--- src/rtl/adc_pulse_pkg.sv ---
// Shared definitions for the ADC pulse detector: FSM encoding, event field
// widths and the pedestal-subtraction helper.
package adc_pulse_pkg;

    // Event field widths; an event is {peak, width, timestamp}
    localparam int unsigned PeakW  = 16;
    localparam int unsigned WidthW = 8;
    localparam int unsigned TsW    = 32;
    localparam int unsigned EvtW   = PeakW + WidthW + TsW;

    // Pulse FSM state encoding
    localparam logic [1:0] StIdle    = 2'd0;
    localparam logic [1:0] StAbove   = 2'd1;
    localparam logic [1:0] StHoldoff = 2'd2;

    // Unsigned subtract that clamps at zero instead of wrapping
    function automatic logic [PeakW-1:0] sat_sub(input logic [PeakW-1:0] a,
                                                 input logic [PeakW-1:0] b);
        return (a > b) ? (a - b) : '0;
    endfunction

endpackage

--- src/rtl/adc_event_fifo.sv ---
// First-word-fall-through event FIFO. The head entry is always visible on
// dout; dout reads as zero while empty so the outputs are clean after reset.
module adc_event_fifo #(
    parameter int unsigned WIDTH = 56,
    parameter int unsigned DEPTH = 8
) (
    input  logic             clk,
    input  logic             reset,
    input  logic             push,
    input  logic [WIDTH-1:0] din,
    input  logic             pop,
    output logic             full,
    output logic             empty,
    output logic [WIDTH-1:0] dout
);

    localparam int unsigned AW = (DEPTH > 1) ? $clog2(DEPTH) : 1;

    logic [WIDTH-1:0] mem_q [DEPTH];
    logic [AW-1:0]    wr_ptr_q, rd_ptr_q;
    logic [AW:0]      cnt_q;
    logic             do_push, do_pop;

    assign full    = (cnt_q == (AW+1)'(DEPTH));
    assign empty   = (cnt_q == '0);
    assign do_pop  = pop & ~empty;
    // A push into a full FIFO is still accepted when the head leaves this cycle
    assign do_push = push & (~full | do_pop);
    assign dout    = empty ? '0 : mem_q[rd_ptr_q];

    // Storage array; contents need no reset because empty masks dout
    always_ff @(posedge clk) begin
        if (do_push) mem_q[wr_ptr_q] <= din;
    end

    // Pointers wrap naturally (DEPTH is a power of two); count disambiguates full/empty
    always_ff @(posedge clk or negedge reset) begin
        if (!reset) begin
            wr_ptr_q <= '0;
            rd_ptr_q <= '0;
            cnt_q    <= '0;
        end else begin
            if (do_push) wr_ptr_q <= wr_ptr_q + 1'b1;
            if (do_pop)  rd_ptr_q <= rd_ptr_q + 1'b1;
            if (do_push && !do_pop)      cnt_q <= cnt_q + 1'b1;
            else if (do_pop && !do_push) cnt_q <= cnt_q - 1'b1;
        end
    end

endmodule

--- src/rtl/adc_pulse_detector.sv ---
// Pulse detector behind adc_controller: pedestal subtraction, threshold
// pulse finding with holdoff and width limit, and a FWFT event queue.
module adc_pulse_detector
    import adc_pulse_pkg::*;
#(
    parameter int unsigned FIFO_DEPTH      = 8,
    parameter int unsigned HOLDOFF_SAMPLES = 2,
    parameter int unsigned MAX_WIDTH       = 255
) (
    input  logic        clk,
    input  logic        reset,
    input  logic        data_enable,
    input  logic [15:0] data_in,
    input  logic        is_error,
    input  logic [15:0] baseline,
    input  logic [15:0] threshold,
    output logic        evt_valid,
    input  logic        evt_ready,
    output logic [15:0] evt_peak,
    output logic [7:0]  evt_width,
    output logic [31:0] evt_timestamp,
    output logic [15:0] drop_count
);

    localparam int unsigned HoldW = (HOLDOFF_SAMPLES > 1) ? $clog2(HOLDOFF_SAMPLES + 1) : 1;
    localparam logic [WidthW-1:0] MaxWidth = WidthW'(MAX_WIDTH);
    localparam logic [HoldW-1:0]  HoldLoad = HoldW'(HOLDOFF_SAMPLES);

    logic              de_q, stb_q, rise;
    logic [PeakW-1:0]  corr_q;
    logic [TsW-1:0]    idx_q, samp_idx_q;
    logic [1:0]        state_q, state_d;
    logic [PeakW-1:0]  peak_q, peak_d;
    logic [WidthW-1:0] width_q, width_d;
    logic [TsW-1:0]    ts_q, ts_d;
    logic [HoldW-1:0]  hold_q, hold_d;
    logic              push, pop, full, empty, above;
    logic [EvtW-1:0]   evt_dout;
    logic [15:0]       drop_q;

    // Only a fresh rising edge of data_enable outside an error state is a sample
    assign rise  = data_enable & ~de_q & ~is_error;
    assign above = (corr_q > threshold);

    // Stage 1: capture the corrected sample and its index, pulse stb
    always_ff @(posedge clk or negedge reset) begin
        if (!reset) begin
            de_q       <= 1'b1;
            stb_q      <= 1'b0;
            corr_q     <= '0;
            idx_q      <= '0;
            samp_idx_q <= '0;
        end else begin
            de_q  <= data_enable;
            stb_q <= rise;
            if (rise) begin
                corr_q     <= sat_sub(data_in, baseline);
                samp_idx_q <= idx_q;
                idx_q      <= idx_q + 1'b1;
            end
        end
    end

    // Stage 2: pulse FSM next state and event emission
    always_comb begin
        state_d = state_q;
        peak_d  = peak_q;
        width_d = width_q;
        ts_d    = ts_q;
        hold_d  = hold_q;
        push    = 1'b0;
        if (is_error) begin
            state_d = StIdle;
        end else if (stb_q) begin
            case (state_q)
                StIdle: begin
                    if (above) begin
                        state_d = StAbove;
                        peak_d  = corr_q;
                        width_d = 8'd1;
                        ts_d    = samp_idx_q;
                    end
                end
                StAbove: begin
                    if (above) begin
                        peak_d  = (corr_q > peak_q) ? corr_q : peak_q;
                        width_d = width_q + 1'b1;
                        push    = (width_d == MaxWidth);
                    end else begin
                        push = 1'b1;
                    end
                    if (push) begin
                        state_d = (HOLDOFF_SAMPLES == 0) ? StIdle : StHoldoff;
                        hold_d  = HoldLoad;
                    end
                end
                StHoldoff: begin
                    if (hold_q <= HoldW'(1)) state_d = StIdle;
                    else                     hold_d  = hold_q - 1'b1;
                end
                default: state_d = StIdle;
            endcase
        end
    end

    // FSM state registers
    always_ff @(posedge clk or negedge reset) begin
        if (!reset) begin
            state_q <= StIdle;
            peak_q  <= '0;
            width_q <= '0;
            ts_q    <= '0;
            hold_q  <= '0;
        end else begin
            state_q <= state_d;
            peak_q  <= peak_d;
            width_q <= width_d;
            ts_q    <= ts_d;
            hold_q  <= hold_d;
        end
    end

    // Count events lost to a full FIFO with no simultaneous pop, saturating
    always_ff @(posedge clk or negedge reset) begin
        if (!reset) begin
            drop_q <= '0;
        end else if (push && full && !pop && (drop_q != 16'hFFFF)) begin
            drop_q <= drop_q + 1'b1;
        end
    end

    assign pop = ~empty & evt_ready;

    adc_event_fifo #(
        .WIDTH(EvtW),
        .DEPTH(FIFO_DEPTH)
    ) u_fifo (
        .clk  (clk),
        .reset(reset),
        .push (push),
        .din  ({peak_d, width_d, ts_d}),
        .pop  (pop),
        .full (full),
        .empty(empty),
        .dout (evt_dout)
    );

    assign evt_valid     = ~empty;
    assign evt_peak      = evt_dout[EvtW-1 -: PeakW];
    assign evt_width     = evt_dout[TsW +: WidthW];
    assign evt_timestamp = evt_dout[TsW-1:0];
    assign drop_count    = drop_q;

endmodule

--- config.mk ---
export PLATFORM = sky130hd
export DESIGN_NAME = adc_pulse_detector
export DESIGN_NICKNAME = d
export VERILOG_FILES = /design/src/rtl/adc_pulse_pkg.sv /design/src/rtl/adc_event_fifo.sv /design/src/rtl/adc_pulse_detector.sv
export SDC_FILE = /design/constraint.sdc
export NUM_CORES = 1
export LEC_CHECK = 0
export CAP_MARGIN = 15
export CORE_ASPECT_RATIO = 0.75
export CORE_MARGIN = 2
export CORE_UTILIZATION = 60
export CTS_CLUSTER_DIAMETER = 150
export CTS_CLUSTER_SIZE = 12
export DETAILED_ROUTE_END_ITERATION = 16
export PLACE_DENSITY = 0.86
export SYNTH_ARGS = -nofsm -noshare
export SYNTH_HDL_FRONTEND = slang
export SYNTH_SLANG_ARGS = --single-unit
--- constraint.sdc ---
create_clock -name clk -period 10.4 [get_ports clk]
set_input_delay 1.04 -clock clk [delete_from_list [all_inputs] [get_ports clk]]
set_output_delay 1.04 -clock clk [all_outputs]
set_load 0.005 [all_outputs]
Yosys cells after proc, flatten, opt, wreduce, memory -nomap -nowiden. Memory sizes are Yosys's and may differ from the RTL's. Index checks and enable logic that the tools add are counted.

Bits in registers: 168. RAM bits: 448. Input bits: 53. Output and inout port bits: 73. Logic and storage cells: 99. Memories kept: 1.

$add $sub $neg: 9. Order comparisons: 4. Equal/unequal tests: 10. Muxes and demuxes: 36. Bitwise operators: 10. Reductions and logical operators: 15.

Memory list: u_fifo.mem_q (depth 8, width 56, rd ports 1, clocked after Yosys merged registers in 0, wr ports 1, RTL line adc_event_fifo.sv:19) `logic [WIDTH-1:0] mem_q [DEPTH];`.

Operators by type and width (number): $mux 32 (4); $mux 16 (6); $mux 56 (1); $gt 16x16->1 (3); $add 32x1->32 const B (1); $mux 8 (4); $pmux 16 s2 (1); $add 16x1->16 const B (1); $ne 16x16->1 const B (1); $pmux 8 s2 (1); $sub 16x16->16 (1); $mux 2 (6); $mux 1 (9); $ne 3x3->1 const B (3); $add 8x1->8 const B (1); $eq 8x8->1 const B (1); $mux 4 (2); $add 3x1->3 const B (2); $pmux 2 s3 (1); $reduce_bool 2->1 (3); $and 1x1->1 (5); $logic_and 1x1->1 (5); $reduce_and 5->1 (1); $add 4x1->4 const B (1); 14 further kinds (20).

Depth between registers and ports, before layout.
Depth after elaboration: 14. Gate-level depth with buffers: 17. Mapped depth without buffers: 15.

Modules after synthesis. A second synthesis with hierarchy kept.

Cells, all modules: 1521. Area, all modules: 25593.3 µm².

By module, submodules not included: adc_event_fifo (instances 1, cells an instance 719, area each 17374.2 µm², seq. area each 13703.1 µm²); adc_pulse_detector (instances 1, cells an instance 802, area each 8219.1 µm², seq. area each 3955.0 µm²).

Worst setup path before layout. No wires, ideal clock.

Path type: input port to flip-flop. Start: in threshold[13]. End: mem u_fifo.mem_q[2][0] (enable). Setup time: 0.610 ns. Data arrival time: 7.988 ns. Data required time: 9.790 ns. Setup slack: 1.803 ns. Stages: 10. Path buffers: 2. Cell sequence: inv_1 ha_1 a21o_1 a21oi_1 o221ai_1 o31a_1 buf_6 a211oi_1 buf_2 nor4bb_1.

Word-level cells in the longest chain between the ends: 11.

Ends and longest elaborated chain: start: declaration (RTL line adc_pulse_detector.sv:16) `input logic [15:0] threshold,`; $gt 16x16->1 (RTL line adc_pulse_detector.sv:43) `assign above = (corr_q > threshold);`; $mux 1 (RTL line adc_pulse_detector.sv:85) `if (above) begin`; $mux 1 (RTL line adc_pulse_detector.sv:75) `case (state_q)`; $mux 1 (RTL line adc_pulse_detector.sv:74) `end else if (stb_q) begin`; $mux 1 (RTL line adc_pulse_detector.sv:72) `if (is_error) begin`; $mux 1 (RTL line adc_pulse_detector.sv:75); $mux 1 (RTL line adc_pulse_detector.sv:74); $mux 1 (RTL line adc_pulse_detector.sv:72); $and 1x1->1 (RTL line adc_event_fifo.sv:28) `assign do_push = push & (~full | do_pop);`; net u_fifo.do_push (RTL line adc_event_fifo.sv:22) `logic do_push, do_pop;`; $mux 1 (RTL line adc_event_fifo.sv:33) `if (do_push) mem_q[wr_ptr_q] <= din;`; $mux 1 (not written as such) (RTL line adc_event_fifo.sv:33); end: declaration (RTL line adc_event_fifo.sv:19).

The timed path passes the listed nets, and every way through them passes these cells. The select of a mux whose other input is x is not followed.

Worst setup path after layout.
Start: in threshold[13]. End: mem u_fifo.mem_q[2][26] (enable).

Word-level cells in the longest chain between the ends: 11.

Ends and longest elaborated chain (RTL line): $gt 16x16->1 (adc_pulse_detector.sv:43); $mux 1 (adc_pulse_detector.sv:85); $mux 1 (adc_pulse_detector.sv:75); $mux 1 (adc_pulse_detector.sv:74); $mux 1 (adc_pulse_detector.sv:72); $mux 1 (adc_pulse_detector.sv:75); $mux 1 (adc_pulse_detector.sv:74); $mux 1 (adc_pulse_detector.sv:72); $and 1x1->1 (adc_event_fifo.sv:28); $mux 1 (adc_event_fifo.sv:33); $mux 1 (not written as such) (adc_event_fifo.sv:33).

Every way passes these cells. The select of a mux whose other input is x is not followed.

==> results.py <==
metrics = {
    "outcome": {
        "outcome": "completed",
    },
    "detailed_routing": {
        "1st_iter_drt_viols": 1733,
        "wl_per_cell_um": 25.3,
        "firstDrtPassIters": 7,
        "drc": 0,
        "total_vias_in_the_final_route": 14800,
        "number_of_nets_still_failing_antenna_checks_after_routing": 0,
        "totalWireLength_um": 59100,
        "vias_per_cell": 6.31,
    },
    "critical_path": {
        "r2r_start": "corr_q[13]",
        "critPathMaxFanout": 50,
        "crit_chain": "clkdlybuf4s50_1 -> inv_1 -> ha_1 -> nand4_1 -> nor4_1 -> nand4_1 -> o31a_1 -> buf_4 -> a211oi_1 -> buf_2 -> nor4bb_4 -> buf_4",
        "cp.arrival_ps": 5230,
        "path_buf_inv": 5,
        "crit_family": "buffers and inverters",
        "critical_path.slowest_cell": "buf_4",
        "critical_path.endpoint_type": "register",
        "rr_worst_depth": 10,
        "cpPeakStageDelay_ps": 830,
        "cp_num_cells": 12,
        "cp-start-kind": "input port",
        "critPathLaunch": "threshold[13]",
        "worst-setup-path-type": "in2reg",
        "timing.critical_path.required_ps": 10620,
    },
    "timing": {
        "fmaxAchievable_mhz": 199,
        "fin_skew_ps": 22.4,
        "timing_hold_violations_final": 0,
        "finalWorstSetupSlack_ps": 5390,
        "fin_setup_tns_ps": 0,
        "relSlewSlack_pct": 29.8,
        "finalSetupViolations": 0,
        "tightest_slew_ps": 1050,
        "fin_crit_ps": 5010,
        "grt_setup_unrepaired": "no",
        "fin_crit_sh_pct": 48.2,
        "slew_violations": 0,
    },
    "global_routing": {
        "grt_util_all_layers_pct": 27.1,
        "initial_antenna_violation_count": 3,
        "globalRouteOverflowTotal": 0,
        "grt_max_degree": 101,
        "grt_pass1_vias": 15400,
        "global_route_wire_length_before_repair_um": 90500,
    },
    "placement": {
        "place.port_buffers": 125,
        "gp_congestion": 0.884,
        "place_worst_setup_slack_ps": 4510,
        "detailed_place_hpwl_um": 32500,
    },
    "power_and_ir_drop": {
        "seq_power_share_pct": 43.8,
        "vdd_ir_drop_max_uv": 153,
        "clkPwrFrac_pct": 29.6,
        "power.net_switching_w": 0.00183,
        "p_comb_share_pct": 26.6,
        "cellPowerDensity_mw_per_mm2": 223,
        "internal_power_w": 0.00471,
        "p_sw_share_pct": 28.0,
        "p_leak_nw": 11.0,
    },
    "floorplan": {
        "fp.dieArea_mm2": 0.0446,
        "die_h_um": 183,
        "core_rows": 65,
        "initial_utilization_pct": 61.0,
        "core-area_mm2": 0.0422,
        "die-width_um": 243,
        "io_pins": 126,
    },
    "synthesis": {
        "synth_edf_count": 448,
        "syn-mean-instance-area_um2": 16.3,
        "async_flop_share_pct": 27.3,
        "synthDistinctLibCells": 67,
        "post_synth_instance_area_mm2": 0.0257,
        "ys.flop_type": "edfxtp_1",
        "sequential_area_share_after_synthesis_pct": 68.6,
        "number_of_warning_messages_in_the_yosys_log": 0,
        "synthesis.nets": 1692,
        "ys_seq_elements": 616,
        "syn_inst": 1578,
    },
    "final_layout": {
        "mostFrequentLayoutCell": "edfxtp_1",
        "flow.area_growth_from_synthesis_pct": 13.8,
        "highest_count_cells_in_the_layout_ignoring_fill_and_taps": "edfxtp_1, dfrtp_1, nand2_1",
        "post_route_cells_drive_above_1_share_pct": 14.9,
        "final_nets": 1834,
        "nFillCells": 2575,
        "postLayoutCoreUtil_pct": 69.4,
    },
    "cts": {
        "cts_buffer_depth": 3,
        "post_cts_clock_slew_at_the_launch_and_capture_registers_of_the_worst_setup_and_hold_paths_ps": 60,
        "number_of_clock_sinks": 616,
        "clock-root-buffer": "clkbuf_16",
        "cts_htree_levels": 2,
        "worst_skew_pair.late_latency_ps": 600,
        "postCtsResizedCells": 0,
        "cts_tree": "built",
        "cts_hold_repair_buffers": 0,
        "cts_setup_buffers": 0,
        "numCtsBuffers": 57,
    },
    "min_path": {
        "timing.hold.worst.class": "reg2reg",
        "number_of_cells_traversed_by_the_worst_hold_path": 2,
        "min_delay_src": "samp_idx_q[13]",
    },
    "job": {
        "maxCapViolations": 0,
    },
}
-- routing by layer --
metal / wire (um) / track usage [%]
met3: 5450 / 6.12
met5: 14 / 0
met4: 1670 / 9.28
met2: 28500 / 43.6
met1: 23500 / 37.2
-- registers in the layout (all words and copies together) (netlist names), 2 cells and up --
| register | flops |
|---|---|
| ts_q | 32 |
| samp_idx_q | 32 |
| idx_q | 32 |
| state_q | 2 |
| width_q | 8 |
| u_fifo.cnt_q | 4 |
| hold_q | 2 |
| corr_q | 16 |
| u_fifo.wr_ptr_q | 3 |
| u_fifo.mem_q | 448 |
| peak_q | 16 |
| u_fifo.rd_ptr_q | 3 |
| drop_count | 16 |
-- cells by family (layout without fill, tap and decap cells) --
family | Yosys count | after routing | synth area share (%)
compound gates | 127 | 127 | 3.20
flops | 616 | 616 | 68.6
buf+inv | 124 | 314 | 1.97
xor+xnor | 67 | 67 | 2.28
other cells | 0 | 1 | 0
simple gates | 361 | 361 | 6.58
fa+ha+maj | 61 | 61 | 3.02
mux | 222 | 222 | 14.3
-- through the flow --
stage	total power (W)	instances	hold WS [ps]	instance area, um2
after floorplan	0.00390	1578	438	25700
after global placement	0.00458	2228	453	27600
after detailed placement	0.00462	2228	460	27600
after CTS	0.00657	2335	476	29300
after global routing	0.00680	2338	496	29300
final	0.00654	2338	476	29300
-- power by group through the flow --
stage          combinational, W  sequential (W)  clock, W
3_5_place_dp            0.00171         0.00291         0
3_3_place_gp            0.00168         0.00291         0
5_1_grt                 0.00187         0.00288   0.00205
4_1_cts                 0.00175         0.00286   0.00195
2_1_floorplan           0.00110         0.00280         0
6_report                0.00174         0.00287   0.00194
-- cell usage after synthesis (3+ instances only) --
library cell    n  share of area [%]
xnor2_1        36                1.2
and3_1         14               0.34
o211ai_1        4               0.12
nor3b_1         4               0.12
a31oi_1         3              0.073
clkbuf_1       38               0.55
nand3_1        36               0.70
a21o_1         13               0.38
o21ai_0        22               0.43
dfrtp_1       167                 16
mux2_1         11               0.48
edfxtp_1      448                 52
nand4_1        22               0.53
nor2b_1         6               0.15
buf_6           4               0.17
nor2_1         86                1.3
nor3_1          6               0.12
buf_2          10               0.19
o21a_1          4               0.12
and2_1          6               0.15
xor2_1         31                1.1
inv_1          59               0.86
o2bb2ai_1       5               0.17
or2_2           3              0.073
and4_1          5               0.17
nand2_1       150                2.2
buf_1          11               0.16
and4b_1         3               0.12
mux2i_1        56                2.2
o31ai_1         3              0.087
a211oi_1        7               0.20
ha_1           59                2.9
a21oi_1        44               0.86
mux4_2        112                9.8
mux2_2         43                1.9
nor4_1          4              0.097
-- final cells by class --
type	count	area, um2	area share (%)
Timing Repair Buffer	146	1410	4.80
Clock buffer	105	1650	5.63
Tap cell	569	712	2.43
Inverter	61	229	0.782
Sequential cell	616	17700	60.3
Clock inverter	2	17.5	0.0598
Multi-Input combinational cell	838	7610	26.0
Antenna cell	1	2.50	0.00854
-- worst min-delay path: cells and delay by family, from the launching register on --
kind          cells  cell delay [ps]
flops             1              340
simple gates      2              100
-- worst paths after layout --
kind | end | slack (ps)
max reg2reg | u_fifo.mem_q[2][26] | 5870
max | u_fifo.mem_q[2][26] | 5390
min reg2reg | samp_idx_q[13] | 480
max in group asynchronous | u_fifo.rd_ptr_q[0] | 8190
min | samp_idx_q[13] | 480
min in group asynchronous | corr_q[14] | 580
No activity file was read; power rests on OpenSTA's default activity.
